`src/rtl/tank_ctrl_multi.sv`:
```
// tank_ctrl_multi
//   Multi-tank water-level controller. Each tank runs its own DRAIN/FILL/FAULT
//   state machine, with hysteresis between a low-level and a high-level sensor.
//   Minimum on/off times prevent short-cycling of the pump. A fill timeout and
//   sensor-inconsistency detection force a tank into FAULT, and a per-tank
//   clear acknowledges the fault. A shared fixed-priority arbiter caps how many
//   pumps may run at the same time; the lowest tank index wins.
//
// Ports
//   clk        : clock
//   rst        : synchronous, active-high reset
//   a          : per tank, level above the low threshold
//   b          : per tank, level above the high threshold
//   fault_clr  : per tank, fault acknowledge
//   s          : per tank, fill/pump enable (state == FILL)
//   fault      : per tank, fault flag (state == FAULT)
//   active_cnt : number of tanks currently in FILL
//
// Parameter constraints: NUM_TANKS >= 1, 1 <= MAX_ACTIVE <= NUM_TANKS,
// MIN_ON >= 1, MIN_OFF >= 1, FILL_TIMEOUT > MIN_ON.
module tank_ctrl_multi #(
  parameter int NUM_TANKS    = 4,
  parameter int MAX_ACTIVE   = 2,
  parameter int MIN_ON       = 4,
  parameter int MIN_OFF      = 4,
  parameter int FILL_TIMEOUT = 64
) (
  input  logic                               clk,
  input  logic                               rst,
  input  logic [NUM_TANKS-1:0]               a,
  input  logic [NUM_TANKS-1:0]               b,
  input  logic [NUM_TANKS-1:0]               fault_clr,
  output logic [NUM_TANKS-1:0]               s,
  output logic [NUM_TANKS-1:0]               fault,
  output logic [$clog2(NUM_TANKS+1)-1:0]     active_cnt
);

  localparam int T_MAX_ONOFF = (MIN_ON > MIN_OFF) ? MIN_ON : MIN_OFF;
  localparam int T_MAX       = (FILL_TIMEOUT > T_MAX_ONOFF) ? FILL_TIMEOUT : T_MAX_ONOFF;
  localparam int TW          = $clog2(T_MAX + 1);
  localparam int CW          = $clog2(NUM_TANKS + 1);

  localparam logic [TW-1:0] ON_LAST  = TW'(MIN_ON - 1);
  localparam logic [TW-1:0] OFF_LAST = TW'(MIN_OFF - 1);
  localparam logic [TW-1:0] TO_LAST  = TW'(FILL_TIMEOUT - 1);
  localparam logic [TW-1:0] T_SAT    = '1;

  typedef enum logic [1:0] {
    DRAIN = 2'd0,
    FILL  = 2'd1,
    FAULT = 2'd2
  } state_t;

  state_t              state     [NUM_TANKS];
  state_t              state_nxt [NUM_TANKS];
  logic [TW-1:0]       timer     [NUM_TANKS];
  logic [NUM_TANKS-1:0] sf;
  logic [NUM_TANKS-1:0] req;
  logic [NUM_TANKS-1:0] grant;

  // State and timer registers. The timer restarts at 0 whenever the state
  // changes and otherwise counts up, saturating. A waiting request therefore
  // keeps its "minimum off time met" status indefinitely.
  always_ff @(posedge clk) begin
    if (rst) begin
      for (int i = 0; i < NUM_TANKS; i++) begin
        state[i] <= DRAIN;
        timer[i] <= '0;
      end
    end else begin
      for (int i = 0; i < NUM_TANKS; i++) begin
        state[i] <= state_nxt[i];
        if (state_nxt[i] != state[i]) begin
          timer[i] <= '0;
        end else if (timer[i] != T_SAT) begin
          timer[i] <= timer[i] + TW'(1);
        end
      end
    end
  end

  // Fixed-priority arbitration. A tank is granted only if the tanks already in
  // FILL, plus every lower-index requester, leave room under MAX_ACTIVE. The
  // count uses the registered FILL population, so a tank leaving FILL this
  // cycle still holds its slot until the next edge.
  always_comb begin
    logic [CW:0] pending;
    sf      = b & ~a;
    req     = '0;
    grant   = '0;
    pending = '0;
    for (int i = 0; i < NUM_TANKS; i++) begin
      req[i] = (state[i] == DRAIN) && !a[i] && !sf[i] && (timer[i] >= OFF_LAST);
    end
    for (int i = 0; i < NUM_TANKS; i++) begin
      grant[i] = req[i] && (({1'b0, active_cnt} + pending) < (CW+1)'(MAX_ACTIVE));
      if (req[i]) begin
        pending = pending + (CW+1)'(1);
      end
    end
  end

  // Per-tank next state. A sensor fault overrides everything except FAULT
  // itself. A high level seen before the minimum on time only takes effect
  // once that minimum is reached.
  always_comb begin
    for (int i = 0; i < NUM_TANKS; i++) begin
      state_nxt[i] = state[i];
      case (state[i])
        DRAIN: begin
          if (sf[i]) begin
            state_nxt[i] = FAULT;
          end else if (grant[i]) begin
            state_nxt[i] = FILL;
          end
        end
        FILL: begin
          if (sf[i]) begin
            state_nxt[i] = FAULT;
          end else if (b[i] && (timer[i] >= ON_LAST)) begin
            state_nxt[i] = DRAIN;
          end else if (!b[i] && (timer[i] == TO_LAST)) begin
            state_nxt[i] = FAULT;
          end
        end
        FAULT: begin
          if (fault_clr[i] && !sf[i]) begin
            state_nxt[i] = DRAIN;
          end
        end
        default: state_nxt[i] = DRAIN;
      endcase
    end
  end

  // Outputs are decoded from the state registers only.
  always_comb begin
    s          = '0;
    fault      = '0;
    active_cnt = '0;
    for (int i = 0; i < NUM_TANKS; i++) begin
      s[i]     = (state[i] == FILL);
      fault[i] = (state[i] == FAULT);
      if (state[i] == FILL) begin
        active_cnt = active_cnt + CW'(1);
      end
    end
  end

endmodule
```
`config.mk`:
```
export PLATFORM = sky130hd
export DESIGN_NAME = tank_ctrl_multi
export DESIGN_NICKNAME = d
export VERILOG_FILES = /design/src/rtl/tank_ctrl_multi.sv
export SDC_FILE = /design/constraint.sdc
export NUM_CORES = 1
export LEC_CHECK = 0
export CAP_MARGIN = 0
export CORE_ASPECT_RATIO = 0.5
export CORE_MARGIN = 4
export CORE_UTILIZATION = 60
export DETAILED_ROUTE_END_ITERATION = 8
export PLACE_DENSITY = 0.85
export SLEW_MARGIN = 25
export SYNTH_ARGS = -nofsm -noshare
export SYNTH_HDL_FRONTEND = slang
export SYNTH_SLANG_ARGS = --single-unit
```
`constraint.sdc`:
```
create_clock -name clk -period 7.05 [get_ports clk]
set_clock_uncertainty 0.05 [all_clocks]
set_input_delay 0.705 -clock clk [delete_from_list [all_inputs] [get_ports clk]]
set_output_delay 0.705 -clock clk [all_outputs]
set_load 0.005 [all_outputs]
```
==> impl_metrics.toml, run 1 <==
[route]
drt_iter0_markers = 142
num_vias = 2317
drcViolationCount = 0
drt-pass1-iter-count = 4
viasPerCell = 6.10
wl_per_cell_um = 15.0
wl_um = 5680
antenna_left = 0

[pwr]
p_leak_nw = 1.25
fin_total_pwr_uw = 454
powerDensity_nw_per_um2 = 146
peakVddDrop_uv = 90.8

[grt]
grt.overflow.total = 0
grtUsageTotal_pct = 20.0
grt_pass1_vias = 2135
grt_pass1_wl_um = 9650
grt_start_max_net_pins = 15
antenna_found_initial = 0

[cts]
clock_path_buffers = 2
clk_pin_slew_ps = 70
cts_tree = "done"
numCtsBuffers = 5
ctsHoldBuffers = 0
cts_root_buf = "clkbuf_8"
h-tree-depth = 2
ctsResizeCount = 0
cts_sinks = 36
cts_setup_buffers = 0
clk_latency_ps = 280

[critical_path]
crit_arrival_ps = 4320
end_kind = "flip-flop"
required_ps = 6960
r2r_start = "timer[0][0]"
ff2ff_setup_slack_ps = 2710
startpoint_type = "input port"
r2r_end = "timer[3][1]"
critical_path_class = "in2reg"
cp_max_fo = 8
rr_worst_depth = 12

[die]
die-area_um2 = 5770
initial_core_util_pct = 62.2
die_w_um = 104
io_pins = 25
die-height_um = 55.8
rows = 17
core_um2 = 4400

[worst_hold_path]
hold_depth = 1
min_from = "state[0][1]"
holdPathEnd = "state[0][0]"
hp-class = "reg2reg"

[final_layout]
multi_input_area_um2 = 1650
seqCellArea_um2 = 1000
drive_gt1_share_pct = 6.19
post-route-util_pct = 70.6
nets = 350
diodes = 0
final_common_cell = "nor2_1"
fillers = 349
syn2layout_area_growth_pct = 13.5
final_cell_mix = "nor2_1 (34), edfxtp_1 (28), clkdlybuf4s50_1 (24), nand2_1 (22), nand3_1 (17)"

[yosys]
synth_seq_cells = 36
syn_nets = 324
yosysUniqueCellTypes = 64
ys.flop_type = "edfxtp_1"
synth_edf_count = 28
netlist_area_um2 = 2740
yosysTopAreaCellShare_pct = 30.7
synthCells = 296
avgSynthCellArea_um2 = 9.25
synth_area_leader_cell = "edfxtp_1"
synthArstFlopShare_pct = 0
synth_warnings = 0
ys_seq_area_share_pct = 36.6
synth_area_leaders = "edfxtp_1 (31%), dfxtp_1 (5.9%), ha_1 (5.5%), nor2_1 (4.7%), xnor2_1 (4.2%)"

[placed_design]
port_buffers = 24
dp_hpwl_um = 4340
place_congestion = 0.884

[sta]
setup-tns-final_ps = 0
drv_slew = 0
period_needed_ps = 4410
hold_viol = 0
holdWs_ps = 571
slew_headroom_pct = 53.3
tightestPinTransition_ps = 701
fmax_ghz = 0.227
finalSetupViolCount = 0
rsz0062_at_grt = "false"
finalCritPeriodShare_pct = 62.5

[run]
max_cap_violations = 0

[run_status]
run_status = "finished, final reports clean"
[layer usage]
layer	global-route usage [%]	part of all wire [%]	up-vias
li1	-	-	1174
met1	26.2	48	1107
met2	34.3	48	32
met3	4.75	3.0	4
met4	4.17	0.72	0
met5	0	0	-
[area by class of cell]
cell class              count  area share [%]
clock buffers               7            2.46
inverters                  18            2.17
well taps                  57            2.30
clock inverters             1           0.121
repair buffers             24            7.73
multi-input cells         237            53.0
flip-flops and latches     36            32.2
[synthesized netlist by cell type (all sizes together), types with 2 or more instances]
cell type / instances
or3b: 2
dfxtp: 8
nor3: 6
a211o: 2
nand2b: 6
edfxtp: 28
fa: 2
nand3: 17
a311oi: 3
a21oi: 12
o2111ai: 2
inv: 17
a21o: 2
o21ai: 7
or2b: 2
o211ai: 3
a211oi: 5
nand3b: 4
and2: 5
or3: 4
nor4: 15
nor2: 34
a221oi: 5
nand4: 4
and3: 7
ha: 12
nor2b: 4
or4: 2
xor2: 8
xnor2: 14
clkbuf: 4
nand2: 22
a22oi: 2
o21a: 3
a31oi: 2
o31ai: 4
[flip-flops by register name (all words and copies together), names as in the netlist]
| name | cells |
|---|---|
| state | 8 |
| timer | 28 |
[worst max-delay path: stages]
cell and delay, ps:
clkdlybuf4s50_1 480, nor4_1 370, nand2_1 150, ha_1 370, xnor2_1 250, nor2_1 80
fa_1 430, or3_1 320, a211o_2 300, o311ai_2 480, or4_1 370
[kinds of logic after synthesis]
family,count (synthesis),share of synthesized area (%)
AND/OR/NAND/NOR,138,27.0
AO/OA/AOI/OAI,62,18.1
flip-flops,36,36.6
XOR/XNOR,23,8.14
buffers and inverters,23,3.29
adder cells (fa/ha/maj),14,6.95
[how the worst max path moves through the flow]
stage                           start     endpoint  slack (ps)  cells past startpoint
after floorplan           state[0][0]  timer[3][0]        3150                     12
after global routing             b[1]  timer[3][1]        2350                     11
final                            b[1]  timer[3][1]        2640                     11
after global placement           b[1]  timer[3][2]        2570                     11
after CTS                        b[1]  timer[3][2]        2680                     11
after detailed placement         b[1]  timer[3][2]        2400                     11
[stage by stage]
step	setup WS [ps]	instance area, um2	instances
2_1_floorplan	3150	2740	296
3_3_place_gp	2570	3030	372
3_5_place_dp	2400	3030	372
4_1_cts	2680	3110	380
5_1_grt	2350	3110	380
6_report	2640	3110	380
[power by group]
part | total, mW | switching, mW | internal [mW]
logic | 0.0687 | 0.0351 | 0.0336
clock network | 0.137 | 0.0685 | 0.0688
registers | 0.248 | 0.0119 | 0.236
total | 0.454 | 0.115 | 0.339
(Power assumes the default switching activity.)
==> inputs of run 2 (changes only) <==
--- a/config.mk
+++ b/config.mk
@@ -8,9 +8,9 @@
 export CAP_MARGIN = 0
 export CORE_ASPECT_RATIO = 0.5
 export CORE_MARGIN = 4
-export CORE_UTILIZATION = 60
+export CORE_UTILIZATION = 52
 export DETAILED_ROUTE_END_ITERATION = 8
-export PLACE_DENSITY = 0.85
+export PLACE_DENSITY = 0.78
 export SLEW_MARGIN = 25
 export SYNTH_ARGS = -nofsm -noshare
 export SYNTH_HDL_FRONTEND = slang
==> constraint.sdc (replaced) <==
create_clock -name clk -period 4 [get_ports clk]
set_clock_uncertainty 0.05 [all_clocks]
set_input_delay 0.4 -clock clk [delete_from_list [all_inputs] [get_ports clk]]
set_output_delay 0.4 -clock clk [all_outputs]
set_load 0.005 [all_outputs]
==> run 2 against run 1 <==
  * Worst setup slack worse by 2500 ps
  * Via count is 2.2% higher
  * Worst hold slack better by 12 ps
  * Combinational power is 92% higher
  * Sequential power is 76% higher
  * First-iteration DRC count is 29% higher
  * Final area is 3.9% higher
  * Flip-flop and latch count stayed put
  * Count of clock-buffer cells in the layout stayed put
  * Largest cell class unchanged
==> impl_metrics.toml, run 2 (synthesis gave the netlist of run 1 again) <==
[run_status]
run_status = "finished, final reports clean"

[pwr]
fin_total_pwr_uw = 819
powerDensity_nw_per_um2 = 254
p_leak_nw = 1.32
peakVddDrop_uv = 193

[final_layout]
final_common_cell = "nor2_1"
drive_gt1_share_pct = 10.4
fillers = 417
diodes = 0
regMostFlops = "timer"
largestRegisters = "timer: 28 flops, state: 8 flops"
post-route-util_pct = 64.6
final_cell_mix = "nor2_1 (34), edfxtp_1 (28), clkdlybuf4s50_1 (24), nand2_1 (22), nand3_1 (17)"
largest_reg_flops = 28
nets = 362
final_cells = 405
syn2layout_area_growth_pct = 18.0

[sta]
fmax_ghz = 0.262
setup-tns-final_ps = 0
slew_headroom_pct = 54.6
finalCritPeriodShare_pct = 95.5
tightestPinTransition_ps = 680
drv_slew = 0
holdWs_ps = 583
period_needed_ps = 3820
finalSetupViolCount = 0
hold_viol = 0

[grt]
grt_start_max_net_pins = 15
antenna_found_initial = 0
grt.overflow.total = 0
grtUsageTotal_pct = 19.4
grt_pass1_vias = 2287
grt_pass1_wl_um = 10400

[run]
max_cap_violations = 0

[worst_hold_path]
hp-class = "reg2reg"
hold_depth = 2

[critical_path]
crit_arrival_ps = 3780
critical_path_class = "reg2reg"
required_ps = 3960
startpoint_type = "flip-flop"
rr_worst_depth = 13
ff2ff_setup_slack_ps = 180
end_kind = "flip-flop"
cp_max_fo = 7
r2r_start = "timer[0][0]"
cp-endpoint = "timer[3][2]"
r2r_end = "timer[3][2]"
critPathLaunch = "timer[0][0]"

[die]
die-area_um2 = 6560
die-height_um = 59.3
rows = 18
core_um2 = 5000
initial_core_util_pct = 54.8
io_pins = 25
die_w_um = 111

[cts]
cts_sinks = 36
cts_setup_buffers = 0
clock_path_buffers = 2
numCtsBuffers = 5
h-tree-depth = 2
clk_pin_slew_ps = 70
ctsResizeCount = 0
clk_latency_ps = 290
cts_root_buf = "clkbuf_8"
cts_tree = "done"
ctsHoldBuffers = 0

[placed_design]
dp_hpwl_um = 4640
port_buffers = 24
place_inst = 397
place_congestion = 0.871

[route]
drcViolationCount = 0
antenna_left = 0
drt_iter0_markers = 183
num_vias = 2367
viasPerCell = 5.84
wl_um = 6190
drt-pass1-iter-count = 4
wl_per_cell_um = 15.3
run 2: cell count changes in the layout (fill, tap and decap cells not counted):
cell,delta
nor4_2,+2
or4_4,+1
buf_4,+12
or4_1,-1
nor4_1,-2
run 2: worst min-delay path by stage:
stage	startpoint	endpoint	slack, ps
final	state[0][0]	state[0][0]	580
after global routing	state[0][0]	state[0][0]	620
after CTS	state[0][1]	state[0][0]	570
after detailed placement	state[0][1]	state[0][0]	560
after global placement	state[0][1]	state[0][0]	540
after floorplan	state[0][1]	state[0][0]	500
run 2: per-stage QoR:
step / worst slack [ps] / instance area [um2]
floorplan: 97.0 / 2740
global placement: 155 / 3130
detailed placement: 36.2 / 3130
CTS: 27.6 / 3210
global route: -3.61 / 3230
finish: 178 / 3230
run 2: area by class of cell:
| type | instances | area, um2 | share of cell area [%] |
|---|---|---|---|
| multi-input combinational | 237 | 1660 | 51.5 |
| sequential | 36 | 1000 | 31.0 |
| timing repair buffer | 36 | 330 | 10.2 |
| tap | 70 | 87.6 | 2.71 |
| clock buffer | 7 | 76.3 | 2.36 |
| inverter | 18 | 67.6 | 2.09 |
| clock inverter | 1 | 3.75 | 0.116 |
run 2: worst max-delay path, stage by stage, from the launching register on:
cell	delay [ps]
edfxtp_1	440
ha_1	280
nor4_2	370
nand2_1	120
nand2_1	150
ha_1	280
xnor2_1	220
nor2_1	80
fa_1	420
or3_1	310
a211o_2	300
o311ai_2	250
buf_4	210
nor4_1	70
run 2: power breakdown:
| group | internal (mW) | switching, mW | total [mW] |
|---|---|---|---|
| logic | 0.0654 | 0.0670 | 0.132 |
| registers | 0.416 | 0.0208 | 0.437 |
| clock network | 0.121 | 0.128 | 0.249 |
run 2: metal layers:
layer | share of wire [%] | up-vias | global-route usage (%)
li1 | - | 1190 | -
met1 | 46 | 1125 | 24.2
met3 | 3.4 | 10 | 4.08
met2 | 49 | 42 | 35.1
met4 | 1.4 | 0 | 4.91
met5 | 0 | - | 0
